$ cat config.mk
export PLATFORM = sky130hd
export DESIGN_NAME = io_debounce
export DESIGN_NICKNAME = d
export VERILOG_FILES = /design/src/rtl/io_pkg.sv /design/src/rtl/debounce_cell.sv /design/src/rtl/io_debounce.sv
export SDC_FILE = /design/constraint.sdc
export NUM_CORES = 1
export LEC_CHECK = 0
export ABC_CLOCK_PERIOD_IN_PS = 4300
export CAP_MARGIN = 10
export CORE_UTILIZATION = 60
export DETAILED_ROUTE_END_ITERATION = 6
export PLACE_DENSITY_LB_ADDON = 0.08
export SYNTH_ARGS = -nofsm -noshare
export SYNTH_HDL_FRONTEND = slang
export SYNTH_SLANG_ARGS = --single-unit
$ cat constraint.sdc
create_clock -name clk -period 4.3 [get_ports clk]
set_clock_uncertainty 0.1 [all_clocks]
set_input_delay 0.43 -clock clk [delete_from_list [all_inputs] [get_ports clk]]
set_output_delay 0.43 -clock clk [all_outputs]
set_load 0.05 [all_outputs]
$ cat src/rtl/io_pkg.sv
// Shared constants for the board input conditioning stage.
// Word layout matches the LSU sw/btn memory-mapped input ports.
package io_pkg;
  localparam int IO_WORD_W      = 32;
  localparam int BTN_STICKY_LSB = 16;
  localparam int DEF_NSW        = 18;
  localparam int DEF_NBTN       = 4;
  localparam int DEF_TICK_DIV   = 50000;
  localparam int DEF_DB_CNT     = 10;

  function automatic int cnt_width(input int db_cnt);
    return $clog2(db_cnt + 1);
  endfunction
endpackage

$ cat src/rtl/debounce_cell.sv
// One debounced input bit: 2-flop synchroniser, tick-qualified agreement counter,
// stable level and a registered rising-edge pulse.
module debounce_cell
  import io_pkg::*;
#(
  parameter int DB_CNT = DEF_DB_CNT
) (
  input  logic clk,
  input  logic rst,
  input  logic i_tick,
  input  logic i_din,
  output logic o_q,
  output logic o_rise
);
  localparam int              CW       = cnt_width(DB_CNT);
  localparam logic [CW-1:0]   CNT_LAST = CW'(DB_CNT - 1);

  logic          r_meta;
  logic          r_sync;
  logic [CW-1:0] r_cnt;
  logic          r_q;
  logic          r_rise;
  logic          w_accept;

  assign w_accept = i_tick && (r_sync != r_q) && (r_cnt == CNT_LAST);

  always_ff @(posedge clk or negedge rst) begin
    if (!rst) begin
      r_meta <= 1'b0;
      r_sync <= 1'b0;
      r_cnt  <= '0;
      r_q    <= 1'b0;
      r_rise <= 1'b0;
    end else begin
      r_meta <= i_din;
      r_sync <= r_meta;
      // Pulse lands in the same cycle q turns 1; releases never pulse.
      r_rise <= w_accept && r_sync;
      if (i_tick) begin
        if (r_sync == r_q) begin
          r_cnt <= '0;
        end else if (w_accept) begin
          r_q   <= r_sync;
          r_cnt <= '0;
        end else begin
          r_cnt <= r_cnt + 1'b1;
        end
      end
    end
  end

  assign o_q    = r_q;
  assign o_rise = r_rise;
endmodule

$ cat src/rtl/io_debounce.sv
// Board switch/key conditioning: shared sample prescaler, per-bit debounce cells,
// sticky key-press flags and zero-extended LSU words.
module io_debounce
  import io_pkg::*;
#(
  parameter int NSW            = DEF_NSW,
  parameter int NBTN           = DEF_NBTN,
  parameter int TICK_DIV       = DEF_TICK_DIV,
  parameter int DB_CNT         = DEF_DB_CNT,
  parameter bit BTN_ACTIVE_LOW = 1'b1,
  parameter bit SW_ACTIVE_LOW  = 1'b0
) (
  input  logic                 clk,
  input  logic                 rst,
  input  logic [NSW-1:0]       sw_raw,
  input  logic [NBTN-1:0]      btn_raw,
  input  logic [NBTN-1:0]      clr_sticky,
  output logic [IO_WORD_W-1:0] sw_o,
  output logic [IO_WORD_W-1:0] btn_o,
  output logic [NBTN-1:0]      btn_rise
);
  localparam int PW = $clog2(TICK_DIV);
  localparam int NB = NSW + NBTN;

  logic [PW-1:0]   r_presc;
  logic            w_tick;
  logic [NB-1:0]   w_din;
  logic [NB-1:0]   w_q;
  logic [NSW-1:0]  w_sw_rise_unused;
  logic [NBTN-1:0] r_sticky;

  assign w_tick = (r_presc == PW'(TICK_DIV - 1));

  always_ff @(posedge clk or negedge rst) begin
    if (!rst) begin
      r_presc <= '0;
    end else if (w_tick) begin
      r_presc <= '0;
    end else begin
      r_presc <= r_presc + 1'b1;
    end
  end

  // Inversion happens ahead of the synchronisers so every cell sees logical levels.
  assign w_din = {(BTN_ACTIVE_LOW ? ~btn_raw : btn_raw),
                  (SW_ACTIVE_LOW  ? ~sw_raw  : sw_raw)};

  generate
    for (genvar gi = 0; gi < NB; gi++) begin : g_cell
      logic w_rise;
      debounce_cell #(
        .DB_CNT (DB_CNT)
      ) u_cell (
        .clk    (clk),
        .rst    (rst),
        .i_tick (w_tick),
        .i_din  (w_din[gi]),
        .o_q    (w_q[gi]),
        .o_rise (w_rise)
      );
      if (gi < NSW) begin : g_sw
        assign w_sw_rise_unused[gi] = w_rise;
      end else begin : g_btn
        assign btn_rise[gi-NSW] = w_rise;
      end
    end
  endgenerate

  // A press arriving with a clear request wins, so firmware never loses it.
  always_ff @(posedge clk or negedge rst) begin
    if (!rst) begin
      r_sticky <= '0;
    end else begin
      r_sticky <= (r_sticky & ~clr_sticky) | btn_rise;
    end
  end

  always_comb begin
    sw_o                             = '0;
    sw_o[NSW-1:0]                    = w_q[NSW-1:0];
    btn_o                            = '0;
    btn_o[NBTN-1:0]                  = w_q[NB-1:NSW];
    btn_o[BTN_STICKY_LSB +: NBTN]    = r_sticky;
  end
endmodule

==> impl_metrics.py <==
metrics = {
    "timing": {
        "slew_headroom_pct": 32.5,
        "tightest_slew_ns": 1.01,
        "tns_ns": 0,
        "fin_ws_ns": 1.82,
        "setup-violations-final": 0,
        "report.final.hold_viol_count": 4,
        "fin_hold_ws_ns": -0.0140,
        "min_period_over_period_pct": 57.6,
        "timing.fmax_ghz": 0.404,
        "grt_setup_unrepaired": "no",
        "finalCriticalPeriod_ns": 2.48,
        "drv_slew": 0,
    },
    "placed_design": {
        "hpwl_um": 9580,
        "gp_congestion": 0.813,
        "dpl_cell_area_mm2": 0.00896,
        "io_buffers": 57,
        "placed_cells": 974,
        "pre_cts_ws_ns": 1.82,
    },
    "power_and_ir_drop": {
        "p_per_area_mw_per_mm2": 360,
        "power_leakage_nw": 4.32,
        "peakVddDrop_mv": 0.281,
    },
    "layout": {
        "area_growth_pct": 11.7,
        "layout-drive-gt1-share_pct": 9.69,
        "finalNetCount": 886,
        "nFillCells": 1054,
        "finalCoreUtilization_pct": 68.9,
        "mostFrequentLayoutCells": "dfrtp_1, o21ai_0, clkdlybuf4s50_1",
        "n_antenna_cell": 0,
        "finalInstanceArea_mm2": 0.00956,
        "layout_commonest_cell": "dfrtp_1",
        "stdcell_count": 1006,
    },
    "clock_network": {
        "cts_setup_buffers": 0,
        "h-tree-depth": 4,
        "cts_buffer_depth": 2,
        "post_cts_resized": 0,
        "cts.sinks": 178,
        "hold_buffers": 0,
        "numCtsBuffers": 17,
        "clk_latency_ns": 0.44,
        "clk_pin_slew_ns": 0.07,
        "root_buffer": "clkbuf_16",
        "cts_tree": "done",
    },
    "logic_synthesis": {
        "syn_inst": 779,
        "ys_ff_latch": 178,
        "synth.distinct_cells": 39,
        "ys_seq_area_share_pct": 52.0,
        "syn_area_mm2": 0.00857,
        "syn_area_per_cell_um2": 11.0,
        "yosys_warnings": 0,
    },
    "floorplanning": {
        "core-area_mm2": 0.0139,
        "die_y_um": 121,
        "fp.dieW_um": 121,
        "start_util_pct": 61.7,
        "num_rows": 43,
        "io_pins": 96,
        "die_area_mm2": 0.0148,
    },
    "global_route": {
        "gr-total-overflow": 0,
        "grt_max_degree": 115,
        "antenna_found_initial": 0,
        "grt_pass1_vias": 5645,
        "grt_pass1_wl_um": 25400,
        "track_usage_pct": 21.9,
    },
    "routing": {
        "wl_per_cell_um": 14.6,
        "first_iter_violations": 424,
        "via_count": 5654,
        "drc": 0,
        "ant_nets": 0,
        "firstDrtPassIters": 5,
        "vias_per_cell": 5.62,
        "wl_um": 14700,
    },
    "setup_path": {
        "r2r_setup_slack_ns": 1.82,
        "worstPathArrival_ns": 2.71,
        "critPathRequiredTime_ns": 4.53,
        "critPathCaptureType": "flip-flop",
        "critPathMaxFanout": 114,
        "start_kind": "flip-flop",
        "path_class": "flip-flop to flip-flop",
    },
    "flow_run": {
        "max_cap_viol_count": 0,
    },
    "run_status": {
        "status": "complete, but fails checks",
        "violations": "negative hold slack",
    },
    "worst_hold_path": {
        "hold_class": "input port to async pin",
    },
}
[power by group]
part           total [mW]  leakage [nW]  internal, mW  switching, mW
sequential           1.70          2.37          1.69        0.00961
combinational       0.159          1.67        0.0362          0.123
clock                1.57         0.284         0.897          0.678
[cell type report]
cell class	instances	area (um2)	share of cell area, %
multi-input combinational	523	3560	37.2
clock buffer	19	453	4.74
timing repair buffer	62	609	6.37
tap	180	225	2.35
inverter	31	116	1.22
clock inverter	13	148	1.54
sequential	178	4450	46.6
[critical path, stage by stage, from the launching register on]
cell     delay, ns
dfrtp_1       0.39
ha_1          0.22
and3_1        0.31
nand4_4       0.09
buf_4         0.43
or3_1         0.53
o31ai_1       0.28
[state kept, by name, summed over array words and instances (netlist names)]
| name | flops |
|---|---|
| r_sticky | 4 |
| g_cell.u_cell.o_rise | 4 |
| g_cell.u_cell.r_meta | 22 |
| g_cell.u_cell.o_q | 22 |
| r_presc | 16 |
| g_cell.u_cell.r_sync | 22 |
| g_cell.u_cell.r_cnt | 88 |
[kinds of logic (layout without fill, tap and decap cells)]
family	count (synthesis)	after routing	share of synthesized area [%]
and+or+nand+nor	247	247	18.0
DFF	178	178	52.0
AOI/OAI and AO/OA	136	136	8.71
buffers and inverters	115	125	8.19
adders and majority gates	45	45	6.57
xor gates and xnor gates	34	34	3.48
muxes	23	23	3.01
other	1	38	0.0438
[metal layers]
layer  part of all wire (%)  GRT usage (%)
met5                      0              0
met4                    1.5           6.87
met3                    3.5           5.50
met2                     50           37.2
met1                     45           27.3
[worst paths after layout]
check / from / to / cells past startpoint
setup / recovery: r_presc[0] / g_cell[18].u_cell.r_cnt[3] / 6
hold / removal: rst / g_cell[10].u_cell.r_cnt[2] / 1
setup reg to reg: r_presc[0] / g_cell[18].u_cell.r_cnt[3] / 6
hold reg to reg: g_cell[12].u_cell.r_meta / g_cell[12].u_cell.r_sync / 0
max in group asynchronous: rst / g_cell[1].u_cell.r_cnt[2] / 2
min in group clk: g_cell[12].u_cell.r_meta / g_cell[12].u_cell.r_sync / 0
[cells in the mapped netlist]
cell type	number	share of area (%)
a21o_1	4	0.35
a21oi_1	1	0.058
and2_1	1	0.073
and3_1	2	0.15
and3b_1	22	2.2
and4_1	1	0.10
and4bb_2	2	0.29
buf_2	6	0.35
buf_4	64	5.6
buf_6	3	0.39
clkbuf_1	11	0.48
conb_1	1	0.044
dfrtp_1	178	52
ha_1	45	6.6
inv_1	31	1.4
mux2_2	22	2.9
mux2i_1	1	0.12
nand2_1	53	2.3
nand2b_1	22	1.6
nand3_1	30	1.8
nand4_1	2	0.15
nand4_2	1	0.15
nor2_1	7	0.31
nor3_1	25	1.5
nor3b_1	20	1.8
nor4_1	2	0.15
nor4b_1	1	0.10
nor4b_4	1	0.28
nor4bb_1	4	0.47
o211ai_1	2	0.18
o21ai_0	107	6.3
o21ai_1	2	0.12
o31ai_1	20	1.8
or2_2	5	0.37
or3_1	13	0.95
or3_4	10	1.3
or4_1	23	2.0
xnor2_1	27	2.8
xor2_1	7	0.72
[per-stage QoR]
| stage | hold WS (ns) | power, mW |
|---|---|---|
| after CTS | 0.0403 | 3.47 |
| after floorplan | 0.0344 | 1.86 |
| after detailed placement | 0.235 | 1.90 |
| after global routing | 0.0626 | 3.56 |
| final | -0.0140 | 3.44 |
| after global placement | 0.231 | 1.89 |
(Power assumes the default switching activity.)
